### config.mk
export PLATFORM = sky130hd
export DESIGN_NAME = spi_regfile_periph
export DESIGN_NICKNAME = d
export VERILOG_FILES = /design/src/rtl/spi_regfile_periph.sv
export SDC_FILE = /design/constraint.sdc
export NUM_CORES = 1
export LEC_CHECK = 0
export CAP_MARGIN = 10
export CELL_PAD_IN_SITES_DETAIL_PLACEMENT = 1
export CELL_PAD_IN_SITES_GLOBAL_PLACEMENT = 2
export CORE_MARGIN = 2
export CORE_UTILIZATION = 38
export DETAILED_ROUTE_END_ITERATION = 12
export DONT_BUFFER_PORTS = 1
export PLACE_DENSITY = 0.74
export SYNTH_ARGS = -nofsm -noshare
export SYNTH_HDL_FRONTEND = slang
export SYNTH_SLANG_ARGS = --single-unit
### constraint.sdc
create_clock -name clk -period 3 [get_ports clk]
set_clock_uncertainty 0.15 [all_clocks]
set_input_delay 0.75 -clock clk [delete_from_list [all_inputs] [get_ports clk]]
set_output_delay 0.75 -clock clk [all_outputs]
set_load 0.02 [all_outputs]
### src/rtl/spi_regfile_periph.sv
// SPI mode-0 register-bank peripheral: write and read-back of NUM_REGS config registers.
// Optional read path is built only when SPI_READ_EN is defined.

module spi_sync #(
  parameter int   STAGES  = 2,
  parameter logic RST_VAL = 1'b0
) (
  input  logic clk,
  input  logic rst_n,
  input  logic d,
  output logic q
);
  logic [STAGES-1:0] ff;

  always_ff @(posedge clk) begin
    if (!rst_n) ff <= {STAGES{RST_VAL}};
    else        ff <= {ff[STAGES-2:0], d};
  end

  assign q = ff[STAGES-1];
endmodule

module spi_regfile_periph #(
  parameter int ADDR_W      = 7,
  parameter int DATA_W      = 8,
  parameter int NUM_REGS    = 5,
  parameter int SYNC_STAGES = 2
) (
  input  logic                       clk,
  input  logic                       rst_n,
  input  logic                       sclk,
  input  logic                       ncs,
  input  logic                       copi,
  output logic                       cipo,
  output logic                       cipo_oe,
  output logic [NUM_REGS*DATA_W-1:0] regs_out,
  output logic                       wr_strobe,
  output logic [ADDR_W-1:0]          wr_addr,
  output logic                       frame_err
);
  localparam int FRAME_W = 1 + ADDR_W + DATA_W;
  localparam int CNT_W   = $clog2(FRAME_W + 1);
  localparam int SH_W    = (ADDR_W > DATA_W - 1) ? ADDR_W : DATA_W - 1;
  localparam logic [2:0] SYNC_RST = 3'b001;  // ncs idles high

  typedef enum logic [1:0] {IDLE, CMD, DATA, DONE} state_t;

  logic [2:0] raw, syn;
  logic       ncs_s, sclk_s, copi_s;
  assign raw = {copi, sclk, ncs};

  for (genvar g = 0; g < 3; g++) begin : g_sync
    spi_sync #(.STAGES(SYNC_STAGES), .RST_VAL(SYNC_RST[g])) u_sync (
      .clk  (clk),
      .rst_n(rst_n),
      .d    (raw[g]),
      .q    (syn[g])
    );
  end

  assign ncs_s  = syn[0];
  assign sclk_s = syn[1];
  assign copi_s = syn[2];

  logic                   sclk_d, ncs_d, armed;
  logic [SYNC_STAGES:0]   vld_pipe;
  logic                   rise, fall, ncs_fall, ncs_rise;

  // Synchroniser outputs only carry pin data once vld_pipe has filled; a frame may
  // start only after a genuine high level on ncs, so a low ncs at reset release is ignored.
  always_ff @(posedge clk) begin
    if (!rst_n) begin
      sclk_d   <= 1'b0;
      ncs_d    <= 1'b1;
      vld_pipe <= '0;
      armed    <= 1'b0;
    end else begin
      sclk_d   <= sclk_s;
      ncs_d    <= ncs_s;
      vld_pipe <= {vld_pipe[SYNC_STAGES-1:0], 1'b1};
      armed    <= armed | (vld_pipe[SYNC_STAGES] & ncs_s);
    end
  end

  assign rise     =  sclk_s & ~sclk_d;
  assign fall     = ~sclk_s &  sclk_d;
  assign ncs_fall = ~ncs_s  &  ncs_d;
  assign ncs_rise =  ncs_s  & ~ncs_d;

  state_t                           state;
  logic [CNT_W-1:0]                 bit_cnt;
  logic [SH_W-1:0]                  shreg;
  logic                             rw_q;
  logic [ADDR_W-1:0]                addr_q;
  logic [NUM_REGS-1:0][DATA_W-1:0]  regs_q;

  logic [ADDR_W:0]   cmd_word;
  logic              cmd_rw;
  logic [ADDR_W-1:0] cmd_addr;
  logic [DATA_W-1:0] wdata;
  logic              addr_ok, last_bit, last_wr;

  assign cmd_word = {shreg[ADDR_W-1:0], copi_s};
  assign cmd_rw   = cmd_word[ADDR_W];
  assign cmd_addr = cmd_word[ADDR_W-1:0];
  assign wdata    = {shreg[DATA_W-2:0], copi_s};
  assign addr_ok  = {1'b0, addr_q} < (ADDR_W+1)'(NUM_REGS);
  assign last_bit = (state == DATA) && rise && !ncs_rise && (bit_cnt == CNT_W'(FRAME_W - 1));
  assign last_wr  = last_bit && rw_q && addr_ok;

`ifdef SPI_READ_EN
  logic [DATA_W-1:0] tx_sh, rd_val;
  logic              oe_q;

  // Unimplemented addresses fall through to zero.
  always_comb begin
    rd_val = '0;
    for (int i = 0; i < NUM_REGS; i++)
      if (cmd_addr == ADDR_W'(i)) rd_val = regs_q[i];
  end
`endif

  always_ff @(posedge clk) begin
    if (!rst_n) begin
      state     <= IDLE;
      bit_cnt   <= '0;
      shreg     <= '0;
      rw_q      <= 1'b0;
      addr_q    <= '0;
      wr_strobe <= 1'b0;
      wr_addr   <= '0;
      frame_err <= 1'b0;
`ifdef SPI_READ_EN
      tx_sh     <= '0;
      oe_q      <= 1'b0;
`endif
    end else begin
      wr_strobe <= 1'b0;
      frame_err <= 1'b0;
      case (state)
        IDLE: if (armed && ncs_fall) begin
          state   <= CMD;
          bit_cnt <= '0;
        end
        CMD, DATA: begin
          if (ncs_rise) begin
            state     <= IDLE;
            frame_err <= 1'b1;
`ifdef SPI_READ_EN
            oe_q      <= 1'b0;
`endif
          end else if (rise) begin
            shreg   <= {shreg[SH_W-2:0], copi_s};
            bit_cnt <= bit_cnt + 1'b1;
            if (state == CMD && bit_cnt == CNT_W'(ADDR_W)) begin
              state  <= DATA;
              rw_q   <= cmd_rw;
              addr_q <= cmd_addr;
`ifdef SPI_READ_EN
              oe_q   <= ~cmd_rw;
              tx_sh  <= rd_val;
`endif
            end
            if (last_bit) begin
              state <= DONE;
`ifdef SPI_READ_EN
              oe_q  <= 1'b0;
`endif
              if (last_wr) begin
                wr_strobe <= 1'b1;
                wr_addr   <= addr_q;
              end
            end
          end
`ifdef SPI_READ_EN
          // The fall right after the last address bit keeps the MSB on cipo for the first data rise.
          else if (fall && state == DATA && bit_cnt > CNT_W'(ADDR_W + 1))
            tx_sh <= {tx_sh[DATA_W-2:0], 1'b0};
`endif
        end
        DONE: if (ncs_rise) state <= IDLE;
        default: state <= IDLE;
      endcase
    end
  end

  always_ff @(posedge clk) begin
    if (!rst_n) regs_q <= '0;
    else
      for (int i = 0; i < NUM_REGS; i++)
        if (last_wr && addr_q == ADDR_W'(i)) regs_q[i] <= wdata;
  end

  assign regs_out = regs_q;

`ifdef SPI_READ_EN
  assign cipo    = oe_q & tx_sh[DATA_W-1];
  assign cipo_oe = oe_q;
`else
  assign cipo    = 1'b0;
  assign cipo_oe = 1'b0;
  logic unused_fall;
  assign unused_fall = fall;
`endif
endmodule

==> results of run 1 <==
-- report_power, final --
group | internal (W) | total, W | switching, W
clock network | 0.000308 | 0.000730 | 0.000422
logic | 0.0000514 | 0.000144 | 0.0000927
registers | 0.00111 | 0.00112 | 0.0000110
-- state kept, by name, indices dropped and copies added, names as in the netlist, 2 cells and up --
signal            flops
wr_addr               7
addr_q                7
regs_out             40
bit_cnt               5
vld_pipe              3
g_sync.u_sync.ff      6
shreg                 7
state                 2
-- worst max-delay path, cell delays in order (launching register included) --
cell	delay, ns
dfxtp_1	0.38
ha_1	0.22
and3_1	0.17
ha_1	0.15
nand3b_1	0.12
nor4_2	0.51
nand4_2	0.43
mux2i_1	0.26
nor2_1	0.06
-- worst paths after layout --
check / slack (ns) / start / endpoint / cells after the start
setup / recovery: 0.42 / bit_cnt[0]$_SDFFE_PN0P_ / regs_out[33]$_SDFFE_PN0P_ / 8
hold / removal: 0.27 / rst_n / vld_pipe[0]$_DFF_P_ / 0
setup reg to reg: 0.42 / bit_cnt[0]$_SDFFE_PN0P_ / regs_out[33]$_SDFFE_PN0P_ / 8
hold reg to reg: 0.27 / g_sync[0].u_sync.ff[0]$_SDFF_PN1_ / g_sync[0].u_sync.ff[1]$_SDFF_PN1_ / 1
-- stage by stage --
stage	util	setup WS, ns	std cells
final	0.424	0.418	449
after global routing	0.424	0.157	449
after CTS	0.424	0.391	449
after detailed placement	0.403	0.402	433
after global placement	0.403	0.507	433
after floorplan	-	0.544	346
-- area by class of cell --
class	instances	area, sq um
fillers	946	4750
flip-flops and latches	83	1660
multi-input cells	230	1450
well taps	105	131
clock buffers	10	128
repair buffers	7	52.6
clock inverters	6	47.5
inverters	8	30.0
-- layer usage --
layer,vias up,part of all wire
li1,1154,-
met1,1135,0.47
met2,42,0.47
met3,6,0.055
met4,0,0.0095
met5,-,0
-- layout by cell type (no fill, tap or decap), drive strengths merged --
cell type,count
or4,1
o21ai,13
nand3,17
clkinv,3
o311ai,1
inv,10
clkbuf,10
nand3b,2
a211oi,1
and3,6
conb,2
nor4,3
nand2b,5
or3,1
nor2,46
nor4b,3
mux2i,38
nor2b,2
nand2,38
buf,7
o21a,2
or3b,1
a21oi,24
and2,6
and4b,1
o31ai,1
dfxtp,83
nor3,2
and3b,1
ha,7
nand4b,3
nand4,3
clkinvlp,1
-- logic make-up (layout without fill, tap and decap cells) --
logic type	after synthesis	count (layout)	synth area share
muxes	38	38	0.117
other	1	2	0.00116
and+or+nand+nor	141	141	0.230
buffers and inverters	33	31	0.0432
adders and majority gates	7	7	0.0270
DFF	83	83	0.512
AOI/OAI and AO/OA	42	42	0.0690
==> summary.md, run 1 <==
| Metric | Value |
|---|---|
| WP data arrival | approximately 2.7 ns |
| Core area | approximately 8300 sq um |
| Max IR drop VDD | between 0.2 and 0.25 mV |
| Period utilization | 0.861 |
| Gpl congestion | about 0.80 |
| Synthesized instance count | approximately 350 |
| Vias per cell | 5.20 |
| RSZ-0062 raised after global routing | no |
| Ports | 56 |
| Most used routing layer | met2 |
| GRT met1 Usage | 0.233 |
| M2 GR Usage | 0.287 |
| Die height | between 90 and 100 um |
| Pin count of the biggest net entering global routing | 35 |
| Met3 GRT Util | 0.0667 |
| Vias | 2337 |
| Max Root-Sink Buffers | 2 |
| P_leak | roughly 1.3 nW |
| Critical Path Start Type | flip-flop |
| Relative slew slack | 0.595 |
| Most used DFF post-synth | dfxtp_1 |
| Starting Density | 0.393 |
| EDFF count, synth | 0 |
| Top post-synthesis cells by area | dfxtp_1, mux2i_1, nor2_1 |
| Mapped cell area | 3240 sq um |
| Port Buffers | 0 |
| Fin Hold WS | 0.268 ns |
| Hold_buf cts | 0 |
| Die area | between 9000 and 10000 sq um |
| Post-synthesis register bit count | 83 |
| Seq/Total Area, Yosys | 0.512 |
| Synth warn | 0 |
| Worst-path maximum fanout | 8 |
| Tightest Pin Transition | slightly above 0.6 ns |
| Layout cells sized above 1 | 0.0930 |
| Kind of critical path | reg2reg |
| Max Slew Vio Count | 0 |
| Number of global-route vias before repair | ~2400 |
| Iter 0 DRT Violations | between 70 and 80 |
| Syn_area_per_cell | roughly 9.4 sq um |
| Post-synth top area share | 0.512 |
| Antenna Violating Nets Remaining | 0 |
| Netlist cell types | 40 |
| H-tree Lvls | 3 |
| TritonCTS Sinks | 83 |
| Setup TNS | 0 ns |
| Fmax | about 390 MHz |
| PostCTS Resize Cnt | 0 |
| Post-synth ARST share | 0 |
| Largest area contributor in the netlist | dfxtp_1 |
| HP Class | in2reg |
| Setup bufs post-CTS | 0 |
| DIE WIDTH | just under 100 um |
| Detailed Routing Iterations Pass 1 | 4 |
| Outcome | finished clean |
| Period minus WS final | ~2.6 ns |
| Root buffer cell | clkbuf_8 |
| Placed inst area | between 3000 and 4000 sq um |
| Gr ovfl total | 0 |
| Detailed Route WL | between 7 and 8 mm |
| Power Density | around 570 nW/um^2 |
| First-pass GRT wire length | 12.7 mm |
| Synth cell count leaders | dfxtp_1, nor2_1, mux2i_1, nand2_1, a21oi_1 |
| Clk pin slew, worst setup/hold paths | roughly 0.09 ns |
| Area growth from synthesis to layout | 7.98% |
| Crit end category | flip-flop |
| Fin area | 3500 sq um |
| Final Setup Violations | 0 |
| CTS tree | yes |
| WL/cell | between 15 and 20 um |
| Antenna cells | 0 |
| TritonCTS Buffers | 9 |
| Final net count | roughly 350 |
| Count leader, synth | dfxtp_1 |
| Hold violation total from the final report | 0 |
| DRC viols | 0 |
| Pwr Total | 0.00200 W |
| GRT Util Overall | 0.181 |
| Max-cap violations | 0 |
| FP Rows | 33 |
| Initial antenna violation count | 0 |
| HPWL after detailed placement | about 5.3 mm |
| Data required time of the worst path | 3.08 ns |
| Clk_lat worst skew | ~0.35 ns |
Note: power is estimated with default switching activity, not from simulation.
==> run 2: changes to the inputs <==
Settings changed: CORE_UTILIZATION 38 to 40, CTS_BUF_LIST set to sky130_fd_sc_hd__clkbuf_8, HOLD_SLACK_MARGIN set to 0.1, PLACE_DENSITY 0.74 to 0.78.
==> run 2 against run 1 <==
Net effect:
- sequential share of layout area shrank 0.34 points
- combinational power is essentially flat
- first-iteration DRC count grew 17%
- cell count shrank 0.45%
- core utilization grew 2.8 points
- critical path depth grew 1
- via count shrank 0.17%
- fmax grew 0.77%
- largest power group unchanged
- global-route usage grew 0.44 points
- non-clock buffer count grew 1
==> summary.md, run 2 (synthesis gave the netlist of run 1 again) <==
| Metric | Value |
|---|---|
| Outcome | finished clean (unchanged) |
| CP peak stage delay | 0.47 ns (was 0.51 ns) |
| CP top delay family | simple AND/OR/NAND/NOR gates (unchanged) |
| Max Slew Vio Count | 0 (unchanged) |
| Most used cell, CP | ha_1 (unchanged) |
| Crit end category | flip-flop (unchanged) |
| Vias per cell | 5.22 (was 5.20) |
| Vias | 2333 (was 2337) |
| Clk_lat worst skew | 0.36 ns (was 0.35 ns) |
| HPWL after detailed placement | 5.12 mm (was 5.29 mm) |
| GRT Util Overall | 0.186 (was 0.181) |
| Met3 GRT Util | 0.0634 (was 0.0667) |
| Die height | 94.1 um (was 96.4 um) |
| PostCTS Resize Cnt | 0 (unchanged) |
| Die area | 8850 sq um (was 9290 sq um) |
| Pin count of the biggest net entering global routing | 35 (unchanged) |
| Kind of critical path | reg2reg (unchanged) |
| H-tree Lvls | 3 (unchanged) |
| Multi-input combinational cell area | 1450 sq um (unchanged) |
| Ports | 56 (unchanged) |
| Power Density | 582 nW/um^2 (was 570 nW/um^2) |
| DIE WIDTH | 94.1 um (was 96.4 um) |
| Slowest-stage cell, CP | or3_1 (was nor4_2) |
| RSZ-0062 raised after global routing | no (unchanged) |
| Iter 0 DRT Violations | 91 (was 78) |
| Starting Density | 0.416 (was 0.393) |
| FP Rows | 32 (was 33) |
| Port Buffers | 0 (unchanged) |
| DRC viols | 0 (unchanged) |
| GRT met1 Usage | 0.236 (was 0.233) |
| Antenna cells | 0 (unchanged) |
| Filler cells | 901 (was 946) |
| Max IR drop VDD | 0.280 mV (was 0.228 mV) |
| M2 GR Usage | 0.290 (was 0.287) |
| Core area | 7810 sq um (was 8260 sq um) |
| Final net count | 352 (was 351) |
| Max Root-Sink Buffers | 2 (unchanged) |
| Max-cap violations | 0 (unchanged) |
| Max reg flops | 40 (unchanged) |
| CTS tree | yes (unchanged) |
| Clk pin slew, worst setup/hold paths | 0.09 ns (about the same) |
| Hold violation total from the final report | 0 (unchanged) |
| Period minus WS final | 2.56 ns (was 2.58 ns) |
| TritonCTS Buffers | 9 (unchanged) |
| Tightest Pin Transition | 0.613 ns (was 0.606 ns) |
| TritonCTS Sinks | 83 (unchanged) |
| Period utilization | 0.854 (was 0.861) |
| HP Class | in2reg (unchanged) |
| WP data arrival | 2.63 ns (was 2.66 ns) |
| Relative slew slack | 0.591 (was 0.595) |
| Antenna Violating Nets Remaining | 0 (unchanged) |
| Fmax | 390 MHz (was 387 MHz) |
| Placed inst area | 3330 sq um (about the same) |
| Gpl congestion | 0.746 (was 0.801) |
| CP Cell Sequence | ha_1, and3_1, ha_1, nand3b_1, or3_1, nor4_4, buf_4, mux2i_1, nor2_1 (was ha_1, and3_1, ha_1, nand3b_1, nor4_2, nand4_2, mux2i_1, nor2_1) |
| Gr ovfl total | 0 (unchanged) |
| Worst-path maximum fanout | 8 (unchanged) |
| WL/cell | 17.0 um (was 17.3 um) |
| Layout cells sized above 1 | 0.0986 (was 0.0930) |
| First-pass GRT wire length | 12.6 mm (was 12.7 mm) |
| Data required time of the worst path | 3.07 ns (was 3.08 ns) |
| Commonest non-fill, non-tap cell in the layout | dfxtp_1 (unchanged) |
| Most used routing layer | met2 (unchanged) |
| Setup TNS | 0 ns (unchanged) |
| FF/Latch Area | 1660 sq um (unchanged) |
| Root buffer cell | clkbuf_8 (unchanged) |
| Hold_buf cts | 0 (unchanged) |
| Initial antenna violation count | 0 (unchanged) |
| Leading cell types in the layout, fill and taps excluded | dfxtp_1, nor2_1, nand2_1, mux2i_1, a21oi_1 (unchanged) |
| Buffers & Inverters on Critical Path | 1 (was 0) |
| Critical Path Start Type | flip-flop (unchanged) |
| P_leak | 1.33 nW (was 1.31 nW) |
| Area growth from synthesis to layout | 8.75% (was 7.98%) |
| Final Setup Violations | 0 (unchanged) |
| Detailed Route WL | 7.60 mm (was 7.77 mm) |
| Detailed Routing Iterations Pass 1 | 5 (was 4) |
| Fin area | 3530 sq um (was 3500 sq um) |
| Number of global-route vias before repair | 2491 (was 2431) |
| Setup bufs post-CTS | 0 (unchanged) |
## run 2: metrics by stage
step           setup slack, ns  total power (W)  cells   util  hold slack (ns)
2_1_floorplan            0.544          0.00126    346      -            0.236
3_3_place_gp             0.531          0.00129    431  0.427            0.242
3_5_place_dp             0.490          0.00130    431  0.427            0.257
4_1_cts                  0.429          0.00208    447  0.452            0.251
5_1_grt                  0.260          0.00214    447  0.452            0.245
6_report                 0.438          0.00205    447  0.452            0.271
## run 2: worst paths after layout
path	startpoint	to	slack, ns	cells after the start
worst max register to register	bit_cnt[0]$_SDFFE_PN0P_	regs_out[0]$_SDFFE_PN0P_	0.44	9
worst max-delay path	bit_cnt[0]$_SDFFE_PN0P_	regs_out[0]$_SDFFE_PN0P_	0.44	9
worst min register to register	g_sync[0].u_sync.ff[0]$_SDFF_PN1_	g_sync[0].u_sync.ff[1]$_SDFF_PN1_	0.27	1
worst min-delay path	rst_n	vld_pipe[0]$_DFF_P_	0.27	0
## run 2: cell type report
type / count / share of cell area
clock buffers: 11 / 0.0429
clock inverters: 5 / 0.0128
inverters: 8 / 0.00851
multi-input cells: 230 / 0.412
flip-flops and latches: 83 / 0.471
well taps: 102 / 0.0362
repair buffers: 8 / 0.0170
## run 2: power breakdown
group	internal (W)	total, W	switching, W
clock network	0.000358	0.000784	0.000426
registers	0.00111	0.00112	0.0000110
logic	0.0000518	0.000146	0.0000946
## run 2: routing by layer
| layer | wire [um] | vias up |
|---|---|---|
| met3 | 434 | 12 |
| met4 | 125 | 0 |
| met1 | 3590 | 1130 |
| met5 | 0 | - |
| li1 | - | 1146 |
| met2 | 3450 | 45 |
==> run 3: changes to the inputs <==
Settings changed: CORE_MARGIN 2 to 8.
==> run 3 against run 2 <==
Net effect:
- first-iteration DRC count unchanged
- global-route usage down 3.9 points
- routed wire length up 4.2%
- core utilization down 1.2 points
- count of clock-buffer cells in the layout down 1
- register-to-register slack better by 0.02 ns
- sequential power about the same
- cell count up 0.45%
==> summary.md, run 3 (synthesis gave the netlist of run 1 again) <==
| Metric | Value |
|---|---|
| Comb pwr share | 0.070 (was 0.071) |
| TritonCTS Sinks | 83 (unchanged) |
| RSZ-0062 raised after global routing | no (unchanged) |
| Period minus WS final | 2.54 ns (was 2.56 ns) |
| Vias | 2293 (was 2333) |
| CP top delay family | simple AND/OR/NAND/NOR gates (unchanged) |
| Buffers & Inverters on Critical Path | 0 (was 1) |
| Gr ovfl total | 0 (unchanged) |
| Die height | 106 um (was 94.1 um) |
| Gpl congestion | 0.788 (was 0.746) |
| Area growth from synthesis to layout | 9.26% (was 8.75%) |
| GRT Util Overall | 0.147 (was 0.186) |
| Hold violation total from the final report | 0 (unchanged) |
| Slowest-stage cell, CP | nor4_2 (was or3_1) |
| Commonest non-fill, non-tap cell in the layout | dfxtp_1 (unchanged) |
| Net Sw Power | 0.000518 W (was 0.000532 W) |
| Final Setup Violations | 0 (unchanged) |
| Detailed Route WL | 7.92 mm (was 7.60 mm) |
| PostCTS Resize Cnt | 0 (unchanged) |
| Switching part of the total | 0.248 (was 0.259) |
| Number of global-route vias before repair | 2387 (was 2491) |
| Clk_lat worst skew | 0.35 ns (was 0.36 ns) |
| Data required time of the worst path | 3.09 ns (was 3.07 ns) |
| CP Cell Sequence | ha_1, and3_1, ha_1, nand3b_1, nor4_2, nand4_2, mux2i_1, nor2_1 (was ha_1, and3_1, ha_1, nand3b_1, or3_1, nor4_4, buf_4, mux2i_1, nor2_1) |
| Period utilization | 0.846 (was 0.854) |
| Worst setup margin | 0.461 ns (was 0.438 ns) |
| Root buffer cell | clkbuf_8 (unchanged) |
| Die area | 11200 sq um (was 8850 sq um) |
| Max Root-Sink Buffers | 2 (unchanged) |
| Core area | 8050 sq um (was 7810 sq um) |
| Starting Density | 0.403 (was 0.416) |
| Tightest Pin Transition | 0.654 ns (was 0.613 ns) |
| WP data arrival | 2.63 ns (about the same) |
| Fmax | 394 MHz (was 390 MHz) |
| Outcome | finished clean (unchanged) |
| HP Class | in2reg (unchanged) |
| Leading cell types in the layout, fill and taps excluded | dfxtp_1, nor2_1, nand2_1, mux2i_1, a21oi_1 (unchanged) |
| FP Rows | 33 (was 32) |
| Iter 0 DRT Violations | 91 (unchanged) |
| Max Slew Vio Count | 0 (unchanged) |
| Fin Hold WS | 0.275 ns (was 0.271 ns) |
| WL/cell | 17.6 um (was 17.0 um) |
| Ports | 56 (unchanged) |
| Kind of critical path | reg2reg (unchanged) |
| Max-cap violations | 0 (unchanged) |
| Crit end category | flip-flop (unchanged) |
| Setup bufs post-CTS | 0 (unchanged) |
| Sequential group share of total power | 0.537 (was 0.547) |
| Antenna Violating Nets Remaining | 0 (unchanged) |
| Layout cells sized above 1 | 0.0930 (was 0.0986) |
| DRC viols | 0 (unchanged) |
| Antenna cells | 0 (unchanged) |
| Critical Path Start Type | flip-flop (unchanged) |
| Final net count | 351 (was 352) |
| Worst-path maximum fanout | 8 (unchanged) |
| Max reg flops | 40 (unchanged) |
| H-tree Lvls | 3 (unchanged) |
| Relative slew slack | 0.563 (was 0.591) |
| P_leak | 1.33 nW (about the same) |
| Vias per cell | 5.11 (was 5.22) |
| Pwr Total | 0.00209 W (was 0.00205 W) |
| Power Density | 590 nW/um^2 (was 582 nW/um^2) |
| DIE WIDTH | 106 um (was 94.1 um) |
| Most used cell, CP | ha_1 (unchanged) |
| Int Power | 0.00157 W (was 0.00152 W) |
| CTS tree | yes (unchanged) |
| Hold_buf cts | 0 (unchanged) |
| HPWL after detailed placement | 5.49 mm (was 5.12 mm) |
| Setup TNS | 0 ns (unchanged) |
| TritonCTS Buffers | 9 (unchanged) |
| Pre-CTS setup slack | 0.472 ns (was 0.490 ns) |
| Clk pin slew, worst setup/hold paths | 0.09 ns (about the same) |
| CP startpoint | bit_cnt[0]$_SDFFE_PN0P_ (unchanged) |
| Worst r2r src | bit_cnt[0]$_SDFFE_PN0P_ (unchanged) |
| Max IR drop VDD | 0.282 mV (was 0.280 mV) |
| Initial antenna violation count | 0 (unchanged) |
| Final Util | 0.440 (was 0.452) |
| Detailed Routing Iterations Pass 1 | 4 (was 5) |
| First-pass GRT wire length | 13.1 mm (was 12.6 mm) |
| Pin count of the biggest net entering global routing | 35 (unchanged) |
| Port Buffers | 0 (unchanged) |
| CP peak stage delay | 0.49 ns (was 0.47 ns) |
| Hold_sp | rst_n (unchanged) |
| Clk pwr share | 0.394 (was 0.382) |
[run 3: per-layer routing]
metal  vias to the layer above  GRT usage  routed length (um)
met5                         -          0                   0
met1                      1094      0.179                3660
met2                        44      0.231                3580
met3                         9     0.0514                 555
met4                         0     0.0603                 119
li1                       1146          -                   -
[run 3: cell type report]
type	instances	area (sq um)
fill	933	4510
sequential	83	1660
multi-input combinational	230	1450
clock inverter	6	66.3
tap	105	131
inverter	8	30.0
timing repair buffer	7	65.1
clock buffer	10	138
[run 3: worst paths after layout]
kind                                       end  slack, ns  cells past startpoint
max                  regs_out[31]$_SDFFE_PN0P_       0.46                      8
min                        vld_pipe[0]$_DFF_P_       0.27                      0
max reg2reg          regs_out[31]$_SDFFE_PN0P_       0.46                      8
min reg2reg  g_sync[0].u_sync.ff[1]$_SDFF_PN1_       0.28                      1
[run 3: power by group through the flow]
stage	combinational [W]	clock (W)	sequential, W
2_1_floorplan	0.000117	0	0.00115
3_3_place_gp	0.000146	0	0.00115
3_5_place_dp	0.000146	0	0.00115
4_1_cts	0.000147	0.000849	0.00112
5_1_grt	0.000167	0.000894	0.00112
6_report	0.000145	0.000823	0.00112
[run 3: per-stage QoR]
stage | area, sq um | instances
detailed placement | 3340 | 433
global route | 3540 | 449
finish | 3540 | 449
global placement | 3340 | 433
floorplan | 3250 | 346
CTS | 3540 | 449
